**src/rtl/uart_pkg.sv**
```systemverilog
// -----------------------------------------------------------------------------
// uart_pkg
// Shared definitions for the UART transmit and receive paths.
//   parity_e        : encoding of the cfg_parity input (3 is reserved = none)
//   state_e         : transmitter frame states
//   UART_IDLE_LEVEL : level of an idle serial line
//   parity_enabled(): true when a cfg_parity code adds a parity bit
// -----------------------------------------------------------------------------
package uart_pkg;

    typedef enum logic [1:0] {
        PAR_NONE = 2'd0,
        PAR_EVEN = 2'd1,
        PAR_ODD  = 2'd2
    } parity_e;

    typedef enum logic [2:0] {
        S_IDLE   = 3'd0,
        S_START  = 3'd1,
        S_DATA   = 3'd2,
        S_PARITY = 3'd3,
        S_STOP   = 3'd4
    } state_e;

    localparam logic UART_IDLE_LEVEL = 1'b1;

    // Code 3 is reserved and behaves like PAR_NONE.
    function automatic logic parity_enabled(input logic [1:0] cfg);
        return (cfg == PAR_EVEN) || (cfg == PAR_ODD);
    endfunction

endpackage

```
**src/rtl/uart_baud_tick.sv**
```systemverilog
// -----------------------------------------------------------------------------
// uart_baud_tick
// Loadable bit-time down-counter. On load the count and the reload value are
// both taken from load_value; afterwards the count runs down to 0, raises tick
// for that one cycle, and reloads. One bit time is therefore load_value+1
// cycles, and the all-ones value gives 2^DIV_WIDTH cycles without overflow.
// Ports:
//   clk, reset  : clock, synchronous active-high reset
//   load        : start a new bit-time sequence (has priority over tick)
//   load_value  : cycles per bit minus 1
//   tick        : high on the cycle the count is 0 (last cycle of a bit)
// -----------------------------------------------------------------------------
module uart_baud_tick #(
    parameter int DIV_WIDTH = 12
) (
    input  logic                 clk,
    input  logic                 reset,
    input  logic                 load,
    input  logic [DIV_WIDTH-1:0] load_value,
    output logic                 tick
);

    logic [DIV_WIDTH-1:0] count;
    logic [DIV_WIDTH-1:0] reload;

    assign tick = (count == '0);

    // NOTE: state registers use non-blocking assignments so every register
    // samples the pre-edge values of the others, whatever the statement order.
    always_ff @(posedge clk) begin
        if (reset) begin
            count  <= '0;
            reload <= '0;
        end else if (load) begin
            count  <= load_value;
            reload <= load_value;
        end else if (tick) begin
            count  <= reload;
        end else begin
            count  <= count - 1'b1;
        end
    end

endmodule

```
**src/rtl/uart_tx_frame.sv**
```systemverilog
// -----------------------------------------------------------------------------
// uart_tx_frame
// UART transmitter: accepts one byte per valid/ready transfer and serialises it
// as start, DATA_BITS data (LSB first), optional even/odd parity, then one or
// two stop bits. Configuration is latched together with the data.
// Ports:
//   clk, reset  : clock, synchronous active-high reset
//   cfg_div     : clk cycles per bit minus 1
//   cfg_parity  : 0 none, 1 even, 2 odd, 3 none
//   cfg_stop2   : 1 selects two stop bits
//   in_valid    : payload available
//   in_data     : payload
//   in_ready    : high only in IDLE (and never during reset)
//   tx          : registered serial line, idle high
//   busy        : high in every state except IDLE
//   frame_done  : pulse in the last cycle of the final stop bit
// The registered tx trails the state by one cycle, so the start bit appears on
// the edge after the transfer edge while the state machine changes on it.
// -----------------------------------------------------------------------------
module uart_tx_frame
    import uart_pkg::*;
#(
    parameter int DATA_BITS = 8,
    parameter int DIV_WIDTH = 12
) (
    input  logic                 clk,
    input  logic                 reset,
    input  logic [DIV_WIDTH-1:0] cfg_div,
    input  logic [1:0]           cfg_parity,
    input  logic                 cfg_stop2,
    input  logic                 in_valid,
    input  logic [DATA_BITS-1:0] in_data,
    output logic                 in_ready,
    output logic                 tx,
    output logic                 busy,
    output logic                 frame_done
);

    localparam int CNT_W = (DATA_BITS > 1) ? $clog2(DATA_BITS) : 1;

    state_e               state;
    logic [DATA_BITS-1:0] shreg;
    logic [CNT_W-1:0]     bit_cnt;
    logic                 par_acc;
    logic                 par_en;
    logic                 par_odd;
    logic                 stop2;
    logic                 stop_cnt;   // set once the first of two stop bits is done
    logic                 tx_q;
    logic                 tx_next;
    logic                 tick;
    logic                 accept;
    logic                 last_data;
    logic                 last_stop;

    assign in_ready   = (state == S_IDLE) && !reset;
    assign accept     = in_valid && in_ready;
    assign busy       = (state != S_IDLE);
    assign last_data  = (bit_cnt == CNT_W'(DATA_BITS - 1));
    assign last_stop  = !stop2 || stop_cnt;
    assign frame_done = (state == S_STOP) && tick && last_stop;
    assign tx         = tx_q;

    uart_baud_tick #(
        .DIV_WIDTH (DIV_WIDTH)
    ) u_baud (
        .clk        (clk),
        .reset      (reset),
        .load       (accept),
        .load_value (cfg_div),
        .tick       (tick)
    );

    // NOTE: every output of a combinational block gets a default first, so no
    // path through the case can leave it unassigned and infer a latch.
    always_comb begin
        tx_next = UART_IDLE_LEVEL;
        case (state)
            S_START:  tx_next = 1'b0;
            S_DATA:   tx_next = shreg[0];
            S_PARITY: tx_next = par_acc ^ par_odd;
            default:  tx_next = UART_IDLE_LEVEL;
        endcase
    end

    always_ff @(posedge clk) begin
        if (reset) begin
            // NOTE: datapath registers are cleared too; they are few and a
            // known value keeps the line and the bench deterministic after reset.
            state    <= S_IDLE;
            shreg    <= '0;
            bit_cnt  <= '0;
            par_acc  <= 1'b0;
            par_en   <= 1'b0;
            par_odd  <= 1'b0;
            stop2    <= 1'b0;
            stop_cnt <= 1'b0;
            tx_q     <= UART_IDLE_LEVEL;
        end else begin
            tx_q <= tx_next;
            case (state)
                S_IDLE: begin
                    if (accept) begin
                        shreg    <= in_data;
                        par_en   <= parity_enabled(cfg_parity);
                        par_odd  <= (cfg_parity == PAR_ODD);
                        stop2    <= cfg_stop2;
                        bit_cnt  <= '0;
                        par_acc  <= 1'b0;
                        stop_cnt <= 1'b0;
                        state    <= S_START;
                    end
                end
                S_START: begin
                    if (tick) state <= S_DATA;
                end
                S_DATA: begin
                    if (tick) begin
                        // Parity is a running XOR of the bits as they leave.
                        par_acc <= par_acc ^ shreg[0];
                        shreg   <= shreg >> 1;
                        bit_cnt <= last_data ? '0 : bit_cnt + 1'b1;
                        if (last_data) state <= par_en ? S_PARITY : S_STOP;
                    end
                end
                S_PARITY: begin
                    if (tick) state <= S_STOP;
                end
                S_STOP: begin
                    if (tick) begin
                        if (last_stop) state    <= S_IDLE;
                        else           stop_cnt <= 1'b1;
                    end
                end
                default: state <= S_IDLE;
            endcase
        end
    end

endmodule

```
**config.mk**
```make
export PLATFORM = sky130hd
export DESIGN_NAME = uart_tx_frame
export DESIGN_NICKNAME = d
export VERILOG_FILES = /design/src/rtl/uart_pkg.sv /design/src/rtl/uart_baud_tick.sv /design/src/rtl/uart_tx_frame.sv
export SDC_FILE = /design/constraint.sdc
export NUM_CORES = 1
export LEC_CHECK = 0
export ABC_AREA = 1
export CORE_ASPECT_RATIO = 1.5
export CORE_MARGIN = 2
export CORE_UTILIZATION = 30
export DETAILED_ROUTE_END_ITERATION = 8
export PLACE_DENSITY_LB_ADDON = 0.25
export SLEW_MARGIN = 15
export SYNTH_ARGS = -nofsm -noshare
export SYNTH_HDL_FRONTEND = slang
export SYNTH_SLANG_ARGS = --single-unit
```
**constraint.sdc**
```tcl
create_clock -name clk -period 2.75 [get_ports clk]
set_input_delay 0.275 -clock clk [delete_from_list [all_inputs] [get_ports clk]]
set_output_delay 0.275 -clock clk [all_outputs]
set_load 0.1 [all_outputs]
```
==> results of run 1 <==
## sequential cells by signal, indices dropped and copies added, names as in the netlist
name	cells
u_baud.count	12
u_baud.reload	12
shreg	8
bit_cnt	3
state	3
par_acc	1
par_en	1
par_odd	1
stop2	1
stop_cnt	1
tx	1
## placed cells by master (no fill, tap or decap), types with 2 or more instances in the layout
cell,count
nand2_1,99
dfxtp_1,44
nor2_1,42
a21oi_1,25
clkdlybuf4s50_1,25
nand3_1,23
inv_1,21
o21ai_0,12
clkbuf_8,6
inv_2,5
o21ai_1,5
ha_1,5
nand2_4,4
buf_4,4
nor2_4,3
nor2_2,3
nand2_2,3
xor2_1,2
nor3_1,2
a21oi_2,2
o211ai_1,2
clkinv_2,2
## final timing paths
check | start | slack (ns) | end | cells past startpoint
min reg2reg | u_baud.reload[8]$_SDFFE_PP0P_ | 0.45 | u_baud.reload[8]$_SDFFE_PP0P_ | 2
max | u_baud.count[0]$_SDFF_PP0_ | 0.71 | frame_done | 7
min | u_baud.reload[8]$_SDFFE_PP0P_ | 0.45 | u_baud.reload[8]$_SDFFE_PP0P_ | 2
max reg2reg | state[2]$_SDFFE_PP0P_ | 1.02 | bit_cnt[0]$_SDFFE_PP0P_ | 8
## power by group through the flow
| stage | clock (mW) | sequential, mW | combinational [mW] |
|---|---|---|---|
| finish | 0.416 | 0.949 | 1.76 |
| global route | 0.460 | 0.971 | 2.00 |
| CTS | 0.434 | 0.949 | 1.79 |
| detailed placement | 0 | 0.962 | 1.78 |
| global placement | 0 | 0.964 | 1.77 |
| floorplan | 0 | 0.968 | 1.43 |
## logic make-up after synthesis
kind of cell               Yosys count  synth area share, %
and+or+nand+nor                    185                 37.2
AOI/OAI and AO/OA                   49                 12.0
DFF                                 44                 39.8
buffers and inverters               35                 7.40
adders and majority gates            5                 2.82
xor gates and xnor gates             2                0.791
## critical path, stage by stage, from the launching register on
cell     delay (ns)
dfxtp_1        0.31
inv_1          0.10
ha_1           0.18
nand2_1        0.09
nor2_4         0.14
nand2_4        0.16
nor4_4         0.16
buf_4          0.32
## routing by layer
metal  wire [µm]  share of wire [%]
met1        2080                 43
met2        2560                 53
met3         118                2.4
met4          68                1.4
met5           0                  0
## per-stage QoR
step	power, mW	setup WS, ns
2_1_floorplan	2.40	0.492
3_3_place_gp	2.73	0.825
3_5_place_dp	2.74	0.797
4_1_cts	3.17	0.669
5_1_grt	3.44	0.562
6_report	3.13	0.713
## final cells by class
type                    count  area [µm²]
repair buffers             30         300
fillers                   754        4500
multi-input cells         241        1190
inverters                  26        97.6
clock buffers               6        82.6
well taps                 100         125
clock inverters             2        10.0
flip-flops and latches     44         881
==> out/results.ini, run 1 <==
[global_routing]
grt_max_degree=22
grt_pass1_wl_um=8110
track_usage_pct=13.0
grt_pass1_vias=1849
gr-total-overflow=0
grt_util_met1_pct=14.4
use_met3_pct=2.50
grt_busiest_layer=met2
met2_usage_pct=24.3
antenna_found_initial=0

[job]
max_cap_violations=0

[setup_path]
worstPathRequired_ns=2.48
worstSetupStartpointType=flip-flop
crit_arrival_ns=1.76
path_max_fanout=19
cp-end-kind=output pin
path_class=flip-flop to output pin

[synth]
yosys_register_bits=44
avgSynthCellArea_um2=6.92
synth-main-ff-cell=dfxtp_1
synth_area_leader_cell=dfxtp_1
syn_nets=351
synth.cell_area_um2=2220
ys_types=32
synth.most_common_cell=nand2_1
yosysTopAreaCellShare_pct=39.8
syn_inst=320
synth_common_cells=99 x nand2_1, 44 x dfxtp_1, 42 x nor2_1
synth_edf_count=0
ys.warnings.count=0
synth_seq_area_share_pct=39.8
synth-async-reset-ratio_pct=0
synth_area_leaders=dfxtp_1 40%, nand2_1 17%, nor2_1 7.1%

[power_and_ir_drop]
seqPwrFrac_pct=30.3
leakage_nw=1.18
p_per_area_nw_per_um2=1170
switchingPower_mw=1.53
worst_ir_drop_vdd_v=0.000450
p_sw_share_pct=48.8
pwr-share-clk_pct=13.3
combPwrFrac_pct=56.4
p_int_mw=1.60

[final_layout]
layout-drive-gt1-share_pct=10.6
stdcell_count=449
fin_nets=379
syn2layout_area_growth_pct=21.1
n_antenna_cell=0
fin_util_pct=37.4
fin_area_um2=2680

[place]
place.port_buffers=29
placedCellCount=441
gp_congestion=0.754
dpl_cell_area_um2=2590
post-dp-hpwl_um=3520

[floorplan]
coreArea_um2=7180
ios=30
die_w_um=74.2
rows=38
die-area_um2=8100
initial_utilization_pct=30.9
fp.dieH_um=109

[timing]
fmax_mhz=491
setup_viol=0
tns_ns=0
clock_skew_ns=0.00774
slew_violations=0
fin_hold_ws_ns=0.452
fin_crit_ns=2.04
tightest_slew_ns=0.702
hold_viol=0
period_share_pct=74.1
max-slew-margin-rel_pct=53.1
rsz0062_at_grt=no

[detailed_routing]
viasPerCell=4.42
num_vias=1985
drtAntennaViolNets=0
drc_errors=0
wl_per_cell_um=10.8
drt-initial-drc-count=91
wl_um=4830
firstDrtPassIters=4

[clock_tree]
postCtsSetupBuffers=0
htreeDepth=2
insertion_delay_ns=0.29
root_buffer=clkbuf_8
cts_sinks=44
clk_path_buf_depth=2
cts_resized=0
cts_tree=yes
holdBufCountCts=0
cts.reportedPaths.clkPinSlew_ns=0.09
numCtsBuffers=5

[outcome]
status=complete, no violations

[worst_hold_path]
hold_class=flip-flop to flip-flop

Power figures use the tool's default switching activity.
==> run 2: changes to the inputs <==
Clock period 2.75 ns to 1.8 ns, I/O delays scaled along.
==> run 2 against run 1 <==
- cell area is 7.2% higher
- die area unchanged
- sequential power rose by 57%
- critical path type unchanged
- critical endpoint unchanged
==> out/results.ini, run 2 (synthesis results as in run 1) <==
[detailed_routing]
num_vias=2052
firstDrtPassIters=4
drtAntennaViolNets=0
wl_um=5120
viasPerCell=4.50
drc_errors=0
drt-initial-drc-count=60
wl_per_cell_um=11.2

[global_routing]
track_usage_pct=14.5
antenna_found_initial=0
grt_pass1_wl_um=9030
grt_pass1_vias=1980
gr-total-overflow=0
grt_max_degree=22

[timing]
tns_ns=0
clock_skew_ns=0.00832
slew_violations=0
period_share_pct=97.9
setup_viol=0
max-slew-margin-rel_pct=75.2
fin_crit_ns=1.76
fmax_mhz=567
rsz0062_at_grt=yes
hold_viol=0
tightest_slew_ns=0.369

[final_layout]
syn2layout_area_growth_pct=29.8
layout-drive-gt1-share_pct=19.7
fillers=770
fin_nets=387
fin_area_um2=2880
n_antenna_cell=0
final_common_cell=nand2_1
multiInputGateArea_um2=1300
most-common-layout-cells=91 x nand2_1, 41 x nor2_1, 39 x dfxtp_1
seq_area_um2=887
top_regs=u_baud.count x12, u_baud.reload x12, shreg x8

[clock_tree]
cts.reportedPaths.clkPinSlew_ns=0.08
holdBufCountCts=0
numCtsBuffers=5
insertion_delay_ns=0.30
clk_path_buf_depth=2
htreeDepth=2
cts_tree=yes
cts_sinks=44
root_buffer=clkbuf_8

[place]
dpl_cell_area_um2=2790
post-dp-hpwl_um=4060
gp_congestion=0.781
place.port_buffers=29

[power_and_ir_drop]
power_mw=5.15
leakage_nw=1.23
p_per_area_nw_per_um2=1790
worst_ir_drop_vdd_v=0.000591

[setup_path]
path_max_fanout=10
reg2reg_setup_slack_ns=0.18
path_class=flip-flop to output pin
crit_arrival_ns=1.58
worstPathRequired_ns=1.62
worstSetupStartpointType=flip-flop
cp-end-kind=output pin

[worst_hold_path]
hold_class=input port to flip-flop

[floorplan]
coreArea_um2=7180
fp.dieH_um=109
die-area_um2=8100
rows=38
initial_utilization_pct=30.9
ios=30
die_w_um=74.2

[outcome]
status=complete, no violations

[job]
max_cap_violations=0

run 2: worst max-delay path, cell delays in order (launching register included):
cell	delay [ns]
dfxtp_2	0.33
inv_2	0.08
ha_4	0.16
nand2_4	0.05
nor2_4	0.11
nand2_4	0.12
nor4_4	0.21
buf_12	0.21
run 2: worst paths after layout:
check	startpoint	endpoint	cells past startpoint
max	u_baud.count[0]$_SDFF_PP0_	frame_done	7
min	cfg_div[11]	u_baud.count[11]$_SDFF_PP0_	3
max reg2reg	state[0]$_SDFFE_PP0P_	bit_cnt[0]$_SDFFE_PP0P_	8
min reg2reg	u_baud.reload[8]$_SDFFE_PP0P_	u_baud.reload[8]$_SDFFE_PP0P_	2
run 2: area by class of cell:
cell class                 count  area share, %
clock buffer                   6           2.52
clock inverter                 1          0.174
inverter                      26           3.48
multi-input combinational    241           45.2
sequential                    44           30.9
tap                          100           4.35
timing repair buffer          38           13.4
run 2: what timing repair did:
| action | 4_1_cts | 5_1_grt |
|---|---|---|
| gates resized for setup | 1 | 3 |
| setup endpoints to repair | 1 | 2 |
| pin swaps | 1 | 1 |
| buffers inserted | 0 | 0 |
run 2: power breakdown:
| part | total [mW] | internal (mW) | leakage (nW) | switching, mW |
|---|---|---|---|---|
| sequential | 1.49 | 1.27 | 0.362 | 0.220 |
| combinational | 3.07 | 1.12 | 0.831 | 1.96 |
| clock | 0.594 | 0.264 | 0.0410 | 0.330 |
run 2: layer usage:
layer	track usage (%)	vias to the layer above	wire length (µm)
met1	16.0	918	2080
met4	5.71	0	89
li1	-	1099	-
met3	2.96	7	181
met5	0	-	0
met2	26.5	28	2770
run 2: metrics by stage:
step / hold slack, ns / std cells / setup WS [ns] / utilization, %
after floorplan: 0.293 / 320 / -0.363 / -
after global placement: 0.435 / 449 / 0.129 / 38.8
after detailed placement: 0.451 / 449 / 0.0662 / 38.8
after CTS: 0.450 / 456 / 0.00553 / 40.0
after global routing: 0.468 / 456 / -0.0766 / 40.0
final: 0.452 / 456 / 0.0379 / 40.0
